$ cat config.mk
export PLATFORM = sky130hd
export DESIGN_NAME = store_buffer_flat
export DESIGN_NICKNAME = d
export VERILOG_FILES = /design/src/rtl/sb_pkg.sv /design/src/rtl/store_buffer_if.sv /design/src/rtl/sb_fwd_match.sv /design/src/rtl/store_buffer.sv /design/src/flat_wrapper.sv
export SDC_FILE = /design/constraint.sdc
export NUM_CORES = 1
export LEC_CHECK = 0
export ABC_AREA = 1
export CAP_MARGIN = 20
export CORE_UTILIZATION = 30
export CTS_CLUSTER_SIZE = 24
export DETAILED_ROUTE_END_ITERATION = 16
export GPL_ROUTABILITY_DRIVEN = 0
export SYNTH_ARGS = -nofsm -noshare
export SYNTH_HDL_FRONTEND = slang
export SYNTH_HIERARCHICAL = 1
export SYNTH_SLANG_ARGS = --single-unit
$ cat constraint.sdc
create_clock -name clk -period 6.7 [get_ports clk]
set_input_delay 0.67 -clock clk [delete_from_list [all_inputs] [get_ports clk]]
set_output_delay 0.67 -clock clk [all_outputs]
set_load 0.01 [all_outputs]
$ cat src/rtl/sb_pkg.sv
// Shared types and defaults for the posted-write store buffer.
package sb_pkg;

  typedef logic [31:0] word_t;

  typedef struct packed {
    word_t addr;
    word_t data;
  } sb_entry_t;

  localparam int SB_DEPTH_DEFAULT = 4;

endpackage

$ cat src/rtl/store_buffer_if.sv
// Core-side store/load-probe signals and memory-side drain signals of the store buffer.
interface store_buffer_if
  import sb_pkg::*;
#(
  parameter int DEPTH = SB_DEPTH_DEFAULT,
  parameter int AW    = 32,
  parameter int DW    = 32
) ();

  localparam int CW = $clog2(DEPTH + 1);

  logic          st_valid;
  logic [AW-1:0] st_addr;
  logic [DW-1:0] st_data;
  logic          st_ready;
  logic [AW-1:0] ld_addr;
  logic          ld_hit;
  logic [DW-1:0] ld_data;
  logic          mem_we;
  logic [AW-1:0] mem_addr;
  logic [DW-1:0] mem_wd;
  logic          mem_ack;
  logic          empty;
  logic [CW-1:0] count;

  // master is the core/memory environment, slave is the buffer itself
  modport master (
    output st_valid, st_addr, st_data, ld_addr, mem_ack,
    input  st_ready, ld_hit, ld_data, mem_we, mem_addr, mem_wd, empty, count
  );

  modport slave (
    input  st_valid, st_addr, st_data, ld_addr, mem_ack,
    output st_ready, ld_hit, ld_data, mem_we, mem_addr, mem_wd, empty, count
  );

endinterface

$ cat src/rtl/sb_fwd_match.sv
// Load-forwarding lookup: word-address compare over occupied entries, youngest match wins.
module sb_fwd_match
  import sb_pkg::*;
#(
  parameter int DEPTH = SB_DEPTH_DEFAULT,
  parameter int AW    = 32,
  parameter int DW    = 32,
  localparam int PW   = $clog2(DEPTH)
) (
  input  logic [AW-1:0] i_addr [DEPTH],
  input  logic [DW-1:0] i_data [DEPTH],
  input  logic [DEPTH-1:0] i_valid,
  input  logic [PW-1:0] i_rdPtr,
  input  logic [AW-1:0] i_ldAddr,
  output logic          o_hit,
  output logic [DW-1:0] o_data
);

  logic [PW-1:0] idx;

  // Walk oldest to youngest so a later (younger) match overrides an earlier one
  always_comb begin
    o_hit  = 1'b0;
    o_data = '0;
    idx    = '0;
    for (int k = 0; k < DEPTH; k++) begin
      idx = i_rdPtr + PW'(k);
      if (i_valid[idx] && (i_addr[idx][AW-1:2] == i_ldAddr[AW-1:2])) begin
        o_hit  = 1'b1;
        o_data = i_data[idx];
      end
    end
  end

endmodule

$ cat src/rtl/store_buffer.sv
// Posted-write FIFO between the core's store port and data memory, with load forwarding.
module store_buffer
  import sb_pkg::*;
#(
  parameter int DEPTH = SB_DEPTH_DEFAULT,
  parameter int AW    = 32,
  parameter int DW    = 32
) (
  input logic          clk,
  input logic          reset,
  store_buffer_if.slave bus
);

  localparam int PW = $clog2(DEPTH);
  localparam int CW = $clog2(DEPTH + 1);

  logic [AW-1:0]    r_addr [DEPTH];
  logic [DW-1:0]    r_data [DEPTH];
  logic [PW-1:0]    r_rdPtr;
  logic [PW-1:0]    r_wrPtr;
  logic [CW-1:0]    r_count;

  logic             w_full;
  logic             w_empty;
  logic             w_push;
  logic             w_pop;
  logic [DEPTH-1:0] w_valid;
  logic [PW-1:0]    w_offs;
  logic             w_hit;
  logic [DW-1:0]    w_fwdData;

  // Full/empty come from the counter only, so ready never depends on mem_ack
  assign w_full  = (r_count == CW'(DEPTH));
  assign w_empty = (r_count == '0);
  assign w_push  = bus.st_valid && !w_full;
  assign w_pop   = bus.mem_ack && !w_empty;

  always_ff @(posedge clk or posedge reset) begin
    if (reset) begin
      r_rdPtr <= '0;
      r_wrPtr <= '0;
      r_count <= '0;
    end else begin
      if (w_push) r_wrPtr <= r_wrPtr + PW'(1);
      if (w_pop)  r_rdPtr <= r_rdPtr + PW'(1);
      case ({w_push, w_pop})
        2'b10:   r_count <= r_count + CW'(1);
        2'b01:   r_count <= r_count - CW'(1);
        default: r_count <= r_count;
      endcase
    end
  end

  // Entry contents are don't-care until written, so storage carries no reset
  always_ff @(posedge clk) begin
    if (w_push) begin
      r_addr[r_wrPtr] <= bus.st_addr;
      r_data[r_wrPtr] <= bus.st_data;
    end
  end

  always_comb begin
    w_valid = '0;
    w_offs  = '0;
    for (int i = 0; i < DEPTH; i++) begin
      w_offs     = PW'(i) - r_rdPtr;
      w_valid[i] = (CW'(w_offs) < r_count);
    end
  end

  sb_fwd_match #(
    .DEPTH (DEPTH),
    .AW    (AW),
    .DW    (DW)
  ) u_fwd (
    .i_addr   (r_addr),
    .i_data   (r_data),
    .i_valid  (w_valid),
    .i_rdPtr  (r_rdPtr),
    .i_ldAddr (bus.ld_addr),
    .o_hit    (w_hit),
    .o_data   (w_fwdData)
  );

  assign bus.st_ready = !w_full;
  assign bus.empty    = w_empty;
  assign bus.count    = r_count;
  assign bus.mem_we   = !w_empty;
  assign bus.mem_addr = w_empty ? '0 : r_addr[r_rdPtr];
  assign bus.mem_wd   = w_empty ? '0 : r_data[r_rdPtr];
  assign bus.ld_hit   = w_hit;
  assign bus.ld_data  = w_fwdData;

endmodule
$ cat src/flat_wrapper.sv
// flat-port wrapper written by rule: the top's interface ports become plain ports
module store_buffer_flat import sb_pkg::*;
#(
  parameter int DEPTH = SB_DEPTH_DEFAULT,
  parameter int AW    = 32,
  parameter int DW    = 32
)
  (clk, reset, bus_st_valid, bus_st_addr, bus_st_data, bus_ld_addr, bus_mem_ack, bus_st_ready, bus_ld_hit, bus_ld_data, bus_mem_we, bus_mem_addr, bus_mem_wd, bus_empty, bus_count);
  store_buffer_if #(.DEPTH(DEPTH), .AW(AW), .DW(DW)) bus_i ();
  input logic clk;
  input logic reset;
  input wire logic [$bits(bus_i.st_valid)-1:0] bus_st_valid;
  input wire logic [$bits(bus_i.st_addr)-1:0] bus_st_addr;
  input wire logic [$bits(bus_i.st_data)-1:0] bus_st_data;
  input wire logic [$bits(bus_i.ld_addr)-1:0] bus_ld_addr;
  input wire logic [$bits(bus_i.mem_ack)-1:0] bus_mem_ack;
  output wire logic [$bits(bus_i.st_ready)-1:0] bus_st_ready;
  output wire logic [$bits(bus_i.ld_hit)-1:0] bus_ld_hit;
  output wire logic [$bits(bus_i.ld_data)-1:0] bus_ld_data;
  output wire logic [$bits(bus_i.mem_we)-1:0] bus_mem_we;
  output wire logic [$bits(bus_i.mem_addr)-1:0] bus_mem_addr;
  output wire logic [$bits(bus_i.mem_wd)-1:0] bus_mem_wd;
  output wire logic [$bits(bus_i.empty)-1:0] bus_empty;
  output wire logic [$bits(bus_i.count)-1:0] bus_count;
  assign bus_i.st_valid = bus_st_valid;
  assign bus_i.st_addr = bus_st_addr;
  assign bus_i.st_data = bus_st_data;
  assign bus_i.ld_addr = bus_ld_addr;
  assign bus_i.mem_ack = bus_mem_ack;
  assign bus_st_ready = bus_i.st_ready;
  assign bus_ld_hit = bus_i.ld_hit;
  assign bus_ld_data = bus_i.ld_data;
  assign bus_mem_we = bus_i.mem_we;
  assign bus_mem_addr = bus_i.mem_addr;
  assign bus_mem_wd = bus_i.mem_wd;
  assign bus_empty = bus_i.empty;
  assign bus_count = bus_i.count;
  store_buffer #(.DEPTH(DEPTH), .AW(AW), .DW(DW)) u_core (.clk(clk), .reset(reset), .bus(bus_i));
endmodule
Word-level counts from Yosys, hierarchy flattened:

Cells that the tools add are included.

* add/subtract/negate cells: 10
* multiply operators: 0
* divide/modulo/power cells: 0
* magnitude comparators: 14
* eq/ne operators: 7
* shifts and indexed selects: 0
* mux-type cells: 47
* bitwise gates (word level): 5
* reductions and logical operators: 11

Operators by type and width (number)
* 32-bit 2-to-1 mux: 23
* 32-bit binary-select mux with 2-bit select: 8
* 128-bit bitwise mux: 2
* 30-bit equality test: 4
* 32-bit demux with 2-bit select: 1
* 3-bit >= comparator (second input constant): 5
* 2-bit inverter with 3-bit output: 5
* 2-bit by 3-bit less-than comparator with 1-bit output: 4
* 2-bit by 3-bit less-than comparator with 1-bit output (second input constant): 4
* 1-bit binary-select mux with 2-bit select: 4
* 1-bit 2-to-1 mux: 8
* 1-bit logical AND: 7
* 3-bit one-hot mux with 2 select lines: 1
* 2-bit by 1-bit adder with 2-bit output (second input constant): 2
* 2-bit adder (second input constant): 2
* 1-bit by 2-bit subtractor with 2-bit output (first input constant): 2
* 2-bit subtractor (first input constant): 2
* 3-bit by 1-bit adder with 3-bit output (second input constant): 1
* 3-bit equality test (second input constant): 1
* 3-bit zero test: 1
* 3-bit by 1-bit less-than comparator with 1-bit output (second input constant): 1
* 3-bit by 1-bit subtractor with 3-bit output (second input constant): 1
* 2-bit by 1-bit equality test with 1-bit output (second input constant): 1
* 2-bit equality test (second input constant): 1
* 2 further kinds: 3

* bits in registers: 263
* bits in latches: 0
* bits in writable memories: 0
* bits in read-only memories: 0
* input port bits: 100
* output and inout bits: 103
* logic and storage cells: 105
* memories kept: 0

Logic depth before layout (Yosys ltp):

* depth in word-level cells: 10
* depth in mapped cells: 27
* depth with buffers taken out: 24

By module:

Netlist, hierarchy kept.

By module, submodules not included
* store_buffer: instances 1, cells an instance 902, area each 10971.8 µm², sequential area each 7862.5 µm²
* sb_fwd_match: instances 1, cells an instance 2287, area each 9993.3 µm², sequential area each 0.0 µm²

Least setup slack after synthesis:

Ideal clock, no wire load.

* path kind: register -> register
* from: register u_core.r_count[1] (netlist: u_core/bus.count[1])
* to: register u_core/r_addr[0] in the netlist's numbering (enable)
* setup time: 0.487 ns
* arrival: 3.646 ns
* required time: 6.213 ns
* path slack: 2.568 ns
* cell stages (with the launch flop): 5
* buffers on the path: 0
* period minus slack after synthesis: 4.132 ns
* path through: dfrtp_1 inv_1 nand3_1 nand2_1 nor2_1

* longest elaborated chain between the ends: 3

RTL lines
* start: declaration: line store_buffer.sv:21 `logic [CW-1:0] r_count;`
* start signal: assignment: line store_buffer.sv:47 `2'b10: r_count <= r_count + CW'(1);`
* start signal: assignment: line store_buffer.sv:48 `2'b01: r_count <= r_count - CW'(1);`
* start signal: assignment: line store_buffer.sv:49 `default: r_count <= r_count;`
* 3-bit equality test: line store_buffer.sv:33 `assign w_full = (r_count == CW'(DEPTH));`
* 1-bit zero test
* via bus_st_ready: line flat_wrapper.sv:17 `output wire logic [$bits(bus_i.st_ready)-1:0] bus_st_ready;`
* 1-bit logical AND: line store_buffer.sv:35 `assign w_push = bus.st_valid && !w_full;`
* end signal: indexed assignment: line store_buffer.sv:57 `r_addr[r_wrPtr] <= bus.st_addr;`
* end: declaration: line store_buffer.sv:17 `logic [AW-1:0] r_addr [DEPTH];`

The timed path passes the listed nets, and every way through them passes these cells.
A chain may end at the register's enable or synchronous reset.

Worst setup path in the final report:

* from: register u_core.r_rdPtr[0]
* to: output port bus_ld_data[10]

* elaborated cells on any way between the ends: 59
* classes of those cells: 7 x add/sub; 4 x order compare; 4 x eq/ne; 36 x mux; 4 x bitwise; 4 x reduce/logical

RTL lines
* start: declaration: line store_buffer.sv:19 `logic [PW-1:0] r_rdPtr;`
* start signal: assignment: line store_buffer.sv:45 `if (w_pop) r_rdPtr <= r_rdPtr + PW'(1);`
* 1-bit by 2-bit subtractor with 2-bit output *: line store_buffer.sv:66 `w_offs = PW'(i) - r_rdPtr;`
* 2-bit by 3-bit less-than comparator with 1-bit output *: line store_buffer.sv:67 `w_valid[i] = (CW'(w_offs) < r_count);`
* via u_core.w_valid[0]: line store_buffer.sv:27 `logic [DEPTH-1:0] w_valid;`
* 1-bit binary-select mux with 2-bit select: line sb_fwd_match.sv:28 `if (i_valid[idx] && (i_addr[idx][AW-1:2] == i_ldAddr[AW-1:2])) begin`
* 1-bit 2-to-1 mux (implied by the code): line sb_fwd_match.sv:28
* 1-bit logical AND: line sb_fwd_match.sv:28
* 32-bit 2-to-1 mux (3 in a row): line sb_fwd_match.sv:28
* 32-bit 2-to-1 mux *: line sb_fwd_match.sv:28
* end: declaration: line flat_wrapper.sv:19 `output wire logic [$bits(bus_i.ld_data)-1:0] bus_ld_data;`

Mark *: on every way through the listed nets, which the timed path passes. The rest lies on a longest branch. The select of a mux whose other input is x is not followed.

==> reports/qor.csv <==
metric;value;unit
status;finished clean;
WS Path Type;register to output pin;
P_leak;11.2;nW
Hold Fails Final Rpt;0;
Crit-path slowest cell;dfrtp_4;
Nets;3365;
Final Critical Period;6.12;ns
most common cell in the netlist;nand2_1;
WL per Instance;17.5;um
die height;266;um
share of synthesized registers carrying an async set or reset;2.66;%
hold crit path type;primary input to async pin;
# resized after CTS;0;
Worst Path Required;6.03;ns
number of synthesized flops with an enable pin;256;
vias;20800;
startpoint class of the critical path;register;
max cap viols;0;
via density per instance;4.94;
clk_lat worst skew;0.61;ns
Synth top cells by count;nand2_1 (1464), nand3_1 (417), edfxtp_1 (256);
first-pass GRT wire length;109;mm
largest net degree at the start of global routing;158;
row cnt;96;
initial antenna violation count;12;
Area growth syn-to-layout;16.1;%
die width;266;um
Post-Synthesis Cells;3189;
TritonCTS Buffers;30;
H-tree levels;1;
DR pass1 iterations;6;
top_reg_cell synth;edfxtp_1;
CP Capture Type;output pin;
most frequent cell on the critical path;nand2_1;
CTS root buf;clkbuf_16;
peak supply drop;450;uV
syn_nets;3299;
WHS;0.298;ns
Setup TNS;0;ns
Setup violations, final;0;
FMAX;163;MHz
fin worst setup slack;0.583;ns
GR Util met1;28.0;%
Most Crowded Layer GR;met2;
Port Buf Inserts;200;
vias in the first global route;18300;
measured slew at the worst slew-check pin;1.11;ns
Layout fillers;7277;
Synth area leaders;edfxtp_1 (37%), nand2_1 (26%), nand3_1 (10%);
Cells after DPL;4152;
CTS max path bufs;3;
CP Max Fanout;47;
Post-DP HPWL;48.6;mm
hold_buf cts;0;
Total Routing Usage GR;20.1;%
GR Layer Usage met3;3.04;%
RSZ-0062 raised after global routing;false;
R2R Setup Slk;3.50;ns
Yosys warnings;6;
Slew HR;25.8;%
Final period util;91.3;%
num ports;203;
Yosys top cell by area;edfxtp_1;
Mapped Avg Cell Area;6.57;um2
Core Box Area;0.0688;mm2
GR Overflow Total;0;
synthesized cell area;0.0210;mm2
TritonCTS clock tree;done;
post-synthesis sequential area ratio;37.5;%
dpl ws;1.27;ns
DR iter-0 viols;1899;
Layout Utilization;35.4;%
delay of the slowest critical-path stage;0.74;ns
clock-pin slew on the worst setup and hold paths;0.06;ns
non-filler instance count after layout;4215;
share of post-route cells with drive strength above 1;4.03;%
post-synth top area share;36.7;%
max-slew violation count;0;
met2 Track Usage GR;31.5;%
Clock Skew;0.0295;ns
Residual DRC;0;
ANT nets after route;0;
WL final;73.8;mm
FF+latch count, synth;263;
crit path DAT;5.45;ns
post-CTS setup buffers;0;
post-synth cell types;32;
starting density of the core;30.5;%
P per Cell Area;468;mW/mm2
TritonCTS Sinks;263;
die area;0.0709;mm2
[worst paths after layout]
check,from,cells past startpoint,to
max in group asynchronous,reset,2,u_core/r_rdPtr[1]
hold reg to reg,u_core/r_wrPtr[0],2,u_core/r_wrPtr[0]
setup reg to reg,u_core/bus.count[0],5,u_core/r_addr[88]
hold / removal,reset,2,u_core/r_wrPtr[1]
min in group clk,u_core/r_wrPtr[0],2,u_core/r_wrPtr[0]
setup / recovery,u_core/r_rdPtr[0],25,bus_ld_data[10]
[report_power, final]
part,leakage (nW),internal [mW],switching [mW]
clock network,0.470,0.940,0.701
logic,8.25,2.35,4.96
registers,2.43,2.19,0.243
[per-layer routing]
layer,wire (um),part of all wire (%)
met5,60,0.081
met4,2200,3.0
met2,32500,44
met3,5270,7.2
met1,33700,46
[area by class of cell]
cell class                 instances  area (um2)  share of cell area (%)
timing repair buffer             237        2320                    9.55
clock inverter                    24         244                    1.00
tap                              931        1160                    4.79
sequential                       263        7870                    32.3
multi-input combinational       2498       11100                    45.6
clock buffer                      31         754                    3.10
inverter                         225         851                    3.50
antenna                            6        15.0                  0.0617
[registers in the layout (all words and copies together), names as in the netlist]
signal	count
u_core/r_wrPtr	2
u_core/bus.count	3
u_core/r_addr	128
u_core/r_data	128
u_core/r_rdPtr	2
[logic make-up (layout without fill, tap and decap cells)]
group,count (synthesis),in the layout,synth area share [%]
and+or+nand+nor,2098,2098,40.8
buffers and inverters,428,517,9.72
AOI/OAI and AO/OA,335,335,8.82
DFF,263,263,37.5
muxes,32,32,1.53
xor gates and xnor gates,23,23,0.961
adders and majority gates,10,10,0.633
other,0,6,0
[layout by cell type, fill, tap and decap left out, types with 2 or more instances in the layout]
cell type / Yosys / layout
o21ai_1: 20 / 20
buf_4: 33 / 34
edfxtp_1: 256 / 256
clkinv_4: 0 / 3
buf_12: 0 / 2
dfrtp_4: 0 / 2
o211ai_1: 64 / 64
a21oi_1: 5 / 5
bufinv_16: 0 / 3
nand3_1: 417 / 417
ha_1: 9 / 9
o21ai_0: 240 / 240
dfrtp_1: 7 / 5
diode_2: 0 / 6
nor3_1: 5 / 5
clkinv_1: 1 / 6
inv_4: 0 / 2
o22ai_1: 2 / 2
clkinv_2: 0 / 6
xor2_1: 22 / 22
nor2_2: 22 / 22
clkinvlp_4: 0 / 6
mux2i_1: 32 / 32
nor2_1: 159 / 155
clkdlybuf4s50_1: 0 / 200
inv_1: 217 / 217
a21boi_0: 3 / 3
nor2_4: 0 / 4
clkbuf_16: 0 / 30
nand2_1: 1464 / 1463
nand2_4: 0 / 2
inv_2: 7 / 4
nand4_1: 21 / 21
or2_2: 6 / 6
[through the flow]
step	power, mW	area [um2]
final	11.4	24300
after CTS	11.4	24300
after global placement	9.63	23300
after floorplan	7.50	21000
after global routing	12.3	24300
after detailed placement	9.67	23300
[worst max-delay path, delay by kind of cell (launching register included)]
family / cells / cell delay [ns]
buffers and inverters: 6 / 1.75
and+or+nand+nor: 14 / 1.25
AOI/OAI and AO/OA: 4 / 0.75
DFF: 1 / 0.74
adders and majority gates: 1 / 0.28
(Power assumes the default switching activity.)
